$ cat src/rtl/uart_pkg.sv
// Shared UART definitions: baud-table computation, receiver FSM states and
// counter widths used by both the transmit and receive engines.
package uart_pkg;

  localparam int unsigned DEFAULT_CLK_HZ = 100_000_000;
  localparam int          CNT_W          = 19;
  localparam int          SR_W           = 11;

  typedef enum logic [1:0] {
    RX_IDLE,
    RX_START,
    RX_SHIFT
  } rx_state_e;

  function automatic int unsigned baud_rate(input int unsigned code);
    case (code)
      0:       return 300;
      1:       return 1200;
      2:       return 2400;
      3:       return 4800;
      4:       return 9600;
      5:       return 19200;
      6:       return 38400;
      7:       return 57600;
      8:       return 115200;
      9:       return 230400;
      10:      return 460800;
      default: return 921600;
    endcase
  endfunction

  // Cycles per bit, rounded to nearest; only ever evaluated at elaboration.
  function automatic logic [CNT_W-1:0] baud_cycles(input int unsigned clk_hz,
                                                   input int unsigned code);
    int unsigned rate;
    rate = baud_rate(code);
    return CNT_W'((clk_hz + rate / 2) / rate);
  endfunction

endpackage

$ cat src/rtl/uart_bit_timer.sv
// Free-running bit-time counter with synchronous clear; flags the half-bit
// point (start-bit centring) and the full-bit point (data sampling).
module uart_bit_timer
  import uart_pkg::*;
(
  input  logic             clk,
  input  logic             rst,
  input  logic             clr,
  input  logic [CNT_W-1:0] bit_cycles,
  input  logic [CNT_W-1:0] half_cycles,
  output logic             half_tick,
  output logic             bit_tick
);

  logic [CNT_W-1:0] cnt;

  assign half_tick = (cnt == half_cycles - CNT_W'(1));
  assign bit_tick  = (cnt == bit_cycles - CNT_W'(1));

  // Wrapping on bit_tick keeps successive samples exactly one bit apart.
  always_ff @(posedge clk) begin
    if (rst) begin
      cnt <= '0;
    end else if (clr || bit_tick) begin
      cnt <= '0;
    end else begin
      cnt <= cnt + CNT_W'(1);
    end
  end

endmodule

$ cat src/rtl/uart_rx_engine.sv
// UART receive engine: synchronises rx, centres on the start bit, samples
// data/parity/stop at mid-bit and reports the character with status flags.
module uart_rx_engine
  import uart_pkg::*;
#(
  parameter int unsigned CLK_HZ = DEFAULT_CLK_HZ
) (
  input  logic       clk,
  input  logic       rst,
  input  logic       rx,
  input  logic [3:0] baud,
  input  logic       eight,
  input  logic       p_en,
  input  logic       ohel,
  input  logic       clr_rdy,
  output logic [7:0] rx_data,
  output logic       rxrdy,
  output logic       perr,
  output logic       ferr,
  output logic       ovf
);

  logic             rx_meta;
  logic             rxs;
  rx_state_e        state;
  rx_state_e        state_nxt;
  logic [3:0]       bit_idx;
  logic [SR_W-1:0]  sr;
  logic [SR_W-1:0]  sr_next;
  logic [CNT_W-1:0] bt_table [16];
  logic [CNT_W-1:0] bt;
  logic [CNT_W-1:0] ht;
  logic             timer_clr;
  logic             half_tick;
  logic             bit_tick;
  logic             sample;
  logic             idx_clr;
  logic             done;
  logic [3:0]       frame_len;
  logic [3:0]       last_idx;
  logic [3:0]       shamt;
  logic [8:0]       frame;
  logic [7:0]       data_bits;
  logic             par_bit;
  logic             perr_nxt;

  for (genvar g = 0; g < 16; g++) begin : g_baud
    assign bt_table[g] = baud_cycles(CLK_HZ, g);
  end

  assign bt = bt_table[baud];
  assign ht = bt >> 1;

  always_ff @(posedge clk) begin
    if (rst) begin
      rx_meta <= 1'b1;
      rxs     <= 1'b1;
    end else begin
      rx_meta <= rx;
      rxs     <= rx_meta;
    end
  end

  uart_bit_timer u_timer (
    .clk         (clk),
    .rst         (rst),
    .clr         (timer_clr),
    .bit_cycles  (bt),
    .half_cycles (ht),
    .half_tick   (half_tick),
    .bit_tick    (bit_tick)
  );

  // Frame length counts every sampled bit after the start bit, stop included.
  assign frame_len = 4'd8 + {3'b000, eight} + {3'b000, p_en};
  assign last_idx  = frame_len - 4'd1;

  always_ff @(posedge clk) begin
    if (rst) begin
      state <= RX_IDLE;
    end else begin
      state <= state_nxt;
    end
  end

  always_comb begin
    state_nxt = state;
    timer_clr = 1'b0;
    sample    = 1'b0;
    idx_clr   = 1'b0;
    done      = 1'b0;
    case (state)
      RX_IDLE: begin
        timer_clr = 1'b1;
        if (!rxs) begin
          state_nxt = RX_START;
        end
      end
      RX_START: begin
        if (half_tick) begin
          timer_clr = 1'b1;
          if (rxs) begin
            state_nxt = RX_IDLE;
          end else begin
            idx_clr   = 1'b1;
            state_nxt = RX_SHIFT;
          end
        end
      end
      RX_SHIFT: begin
        if (bit_tick) begin
          sample = 1'b1;
          if (bit_idx == last_idx) begin
            done      = 1'b1;
            state_nxt = RX_IDLE;
          end
        end
      end
      default: state_nxt = RX_IDLE;
    endcase
  end

  always_ff @(posedge clk) begin
    if (rst) begin
      bit_idx <= '0;
      sr      <= '1;
    end else begin
      if (idx_clr) begin
        bit_idx <= '0;
      end else if (sample) begin
        bit_idx <= bit_idx + 4'd1;
      end
      if (sample) begin
        sr <= sr_next;
      end
    end
  end

  // After the stop sample the frame sits left-justified; realign so the
  // first data bit lands in bit 0 regardless of frame length.
  assign sr_next   = {rxs, sr[SR_W-1:1]};
  assign shamt     = 4'd11 - frame_len;
  assign frame     = 9'(sr_next >> shamt);
  assign data_bits = eight ? frame[7:0] : {1'b0, frame[6:0]};
  assign par_bit   = eight ? frame[8] : frame[7];
  assign perr_nxt  = p_en & ((^data_bits ^ par_bit) != ohel);

  // A completing frame takes priority over a simultaneous read strobe.
  always_ff @(posedge clk) begin
    if (rst) begin
      rx_data <= 8'h00;
      rxrdy   <= 1'b0;
      perr    <= 1'b0;
      ferr    <= 1'b0;
      ovf     <= 1'b0;
    end else if (done) begin
      rx_data <= data_bits;
      rxrdy   <= 1'b1;
      perr    <= perr_nxt;
      ferr    <= ~rxs;
      ovf     <= rxrdy;
    end else if (clr_rdy) begin
      rxrdy   <= 1'b0;
      perr    <= 1'b0;
      ferr    <= 1'b0;
      ovf     <= 1'b0;
    end
  end

endmodule
$ cat config.mk
export PLATFORM = sky130hd
export DESIGN_NAME = uart_rx_engine
export DESIGN_NICKNAME = d
export VERILOG_FILES = /design/src/rtl/uart_pkg.sv /design/src/rtl/uart_bit_timer.sv /design/src/rtl/uart_rx_engine.sv
export SDC_FILE = /design/constraint.sdc
export NUM_CORES = 1
export LEC_CHECK = 0
export CORE_UTILIZATION = 55
export DETAILED_ROUTE_END_ITERATION = 16
export GPL_TIMING_DRIVEN = 0
export PLACE_DENSITY = 0.88
export SETUP_SLACK_MARGIN = 0.05
export SKIP_LAST_GASP = 1
export SYNTH_ARGS = -nofsm -noshare
export SYNTH_HDL_FRONTEND = slang
export SYNTH_SLANG_ARGS = --single-unit
$ cat constraint.sdc
create_clock -name clk -period 3.62 [get_ports clk]
set_input_delay 0.724 -clock clk [delete_from_list [all_inputs] [get_ports clk]]
set_output_delay 0.724 -clock clk [all_outputs]
set_load 0.005 [all_outputs]
==> impl_metrics.yaml <==
worst_hold_path:
  min_from: "rx_meta"
  min_path_cells: 1
  hp-class: "reg2reg"
  hold_end: "rxs"
detailed_routing:
  dr.pass1.iters: 5
  drt_iter0_drc: 268
  num_vias: 3460
  drt-total-wl_microns: 9824
  routedWlPerCell_microns: 17.48
  route.detailed.drc: 0
  ant_nets: 0
  vias_per_cell: 6.157
clock_network:
  htree_levels: 2
  clockBufferDepth: 2
  ctsRootBufferMaster: "clkbuf_8"
  ctsHoldBuffers: 0
  cts_sinks: 49
  cts_buffers: 5
  clk_latency_ns: 0.31
  cts.clk_slew.worst_paths_ns: 0.10
  cts_tree: "built"
yosys:
  synthTopCellsByArea: "dfxtp_1 26%, xnor2_1 8.2%, mux2i_1 7.6%"
  yosysTopAreaCell: "dfxtp_1"
  async_flop_share: 0
  synth-main-ff-cell: "dfxtp_1"
  synth_fp_nets: 457
  netlist_instances: 434
  synth-warning-count: 0
  synth_cell_types: 71
  ys_ff_latch: 49
  netlist.area_leader.share: 0.2560
  synth_edf_count: 0
  yosysMostFrequentCell: "nor2_1"
  synth-seq-area-share: 0.2560
  syn_area_per_cell_sq_um: 8.828
  syn_area_sq_mm: 0.003831
  yosys-top-cells-count: "54 x nor2_1, 49 x dfxtp_1, 36 x xnor2_1"
floorplanning:
  initial_core_util: 0.5670
  die_h_microns: 85.46
  core_area_sq_mm: 0.006756
  die_area_sq_mm: 0.007303
  row_count: 30
  die-width_microns: 85.46
  top_level_ports: 23
global_routing:
  grt_pass1_vias: 3176
  antenna_found_initial: 0
  grt_pass1_wl_microns: 15100
  track_usage: 0.2614
  grt_max_degree: 16
  grt.overflow.total: 0
setup_path:
  crit_fanout: 7
  crit_start: "baud[1]"
  rrSetupSlack_ns: 0.88
  rr_worst_depth: 10
  worstReg2RegEnd: "rx_data[6]"
  path_class: "in2reg"
  start_kind: "input pin"
  crit_required_ns: 3.81
  worstSetupEndpointType: "register"
  cp.arrival_ns: 3.69
  r2r_start: "u_timer.cnt[15]"
pwr:
  powerDensity_mw_per_mm2: 253.6
  p_leak_nw: 1.770
  finalPower_mw: 1.177
  peakVddDrop_v: 0.0001766
sta:
  fmax_ghz: 0.2852
  setup_viol: 0
  layout_setup_ws_ns: 0.1132
  fin_crit_sh: 0.9687
  relSlewSlack: 0.6387
  drv_slew: 0
  fin_crit_ns: 3.507
  finClkSkew_ns: 0.01439
  worstMarginPinSlew_ns: 0.5420
  grt_setup_unrepaired: "false"
  hold_viol_final: 0
cells_and_area:
  fin_area_sq_mm: 0.004641
  seq_area_sq_um: 980.9
  syn2layout_area_growth_pct: 21.13
  num_antenna_cells: 0
  multi_input_area_sq_mm: 0.002791
  nets: 504
  nFillCells: 507
  drive_gt1_frac: 0.2261
placement:
  place_ws_ns: -1.040
  io_buffers: 21
  placed_area_sq_mm: 0.004212
  gp_congestion: 0.8995
  dp_hpwl_microns: 6854
job:
  maxCapViolCount: 0
run_status:
  status: "finished clean"
-- cells by family (layout without fill, tap and decap cells) --
family	after synthesis	in the layout	share of synthesized area
AO/OA/AOI/OAI	62	62	0.1248
XOR/XNOR	59	59	0.1385
adder cells (fa/ha/maj)	12	12	0.03919
buffers and inverters	48	96	0.06793
flip-flops	49	49	0.2560
multiplexers	35	35	0.1081
AND/OR/NAND/NOR	169	169	0.2655
-- routing by layer --
layer,global-route usage,share of wire
met1,0.3325,0.42
met2,0.4473,0.50
met3,0.03891,0.052
met4,0.09848,0.028
met5,0,0
-- power breakdown --
group | switching (mW) | total (mW) | leakage [nW] | internal [mW]
registers | 0.00200 | 0.543 | 0.396 | 0.541
clock network | 0.189 | 0.327 | 0.0456 | 0.138
logic | 0.160 | 0.307 | 1.33 | 0.147
-- layout make-up --
class	instances	area share
Clock buffer	6	0.01564
Sequential cell	49	0.2114
Timing Repair Buffer	43	0.08331
Inverter	15	0.01699
Clock inverter	2	0.002966
Buffer	30	0.04664
Tap cell	80	0.02157
Multi-Input combinational cell	337	0.6015
-- how the worst max path moves through the flow --
stage	end	slack, ns	cells after the start
2_1_floorplan	rx_data[7]	0.06	16
3_3_place_gp	rx_data[2]	-0.97	18
3_5_place_dp	rx_data[2]	-1.04	18
4_1_cts	perr	0.05	11
5_1_grt	rx_data[6]	0.01	17
6_report	rx_data[6]	0.11	17
-- cells in the final DEF (no fill, tap or decap), types with 4 or more instances in the layout --
| cell type | count |
|---|---|
| buf_6 | 7 |
| nor3_1 | 7 |
| nand2_1 | 11 |
| a21oi_1 | 14 |
| nor2_1 | 52 |
| nand3b_1 | 4 |
| nand2b_1 | 16 |
| inv_1 | 11 |
| clkdlybuf4s50_1 | 17 |
| xnor2_1 | 34 |
| ha_1 | 4 |
| o21ai_0 | 6 |
| and3_1 | 8 |
| nand3_1 | 16 |
| clkbuf_8 | 6 |
| mux4_2 | 5 |
| nand4_1 | 4 |
| dfxtp_1 | 49 |
| ha_4 | 8 |
| mux2i_1 | 27 |
| xor2_1 | 22 |
| buf_4 | 28 |
| a211oi_1 | 6 |
| clkbuf_1 | 11 |
-- flip-flops by register name, indices dropped and copies added, names as in the netlist --
name and flops:
rx_data 8, bit_idx 4, rxrdy 1, state 2
rx_meta 1, sr 10, ovf 1, rxs 1
u_timer.cnt 19, perr 1, ferr 1
-- timing repair --
item / 4_1_cts / 5_1_grt
endpoints found under the setup margin: 47 / 31
gates cloned: 1 / 0
pin swaps: 9 / 12
setup buffers: 9 / 12
gates resized for setup: 35 / 26
-- critical path, cell delays in order --
cell	delay [ns]
buf_12	0.10
buf_8	0.13
inv_8	0.06
ha_4	0.22
inv_4	0.07
nor2_4	0.04
or2_4	0.24
ha_4	0.17
o21a_1	0.19
o22ai_2	0.21
xnor2_1	0.12
nor4b_2	0.32
nand3_1	0.18
nor4b_4	0.41
buf_4	0.22
mux2i_1	0.21
nor2_1	0.07
-- through the flow --
step	cells	hold WS, ns	util	setup TNS, ns
3_5_place_dp	535	0.4042	0.6233	-40.22
4_1_cts	551	0.4232	0.6600	0
3_3_place_gp	535	0.3910	0.6233	-36.17
5_1_grt	562	0.4379	0.6869	0
2_1_floorplan	434	0.3895	-	0
6_report	562	0.4213	0.6869	0
No activity file was read; power rests on OpenSTA's default activity.
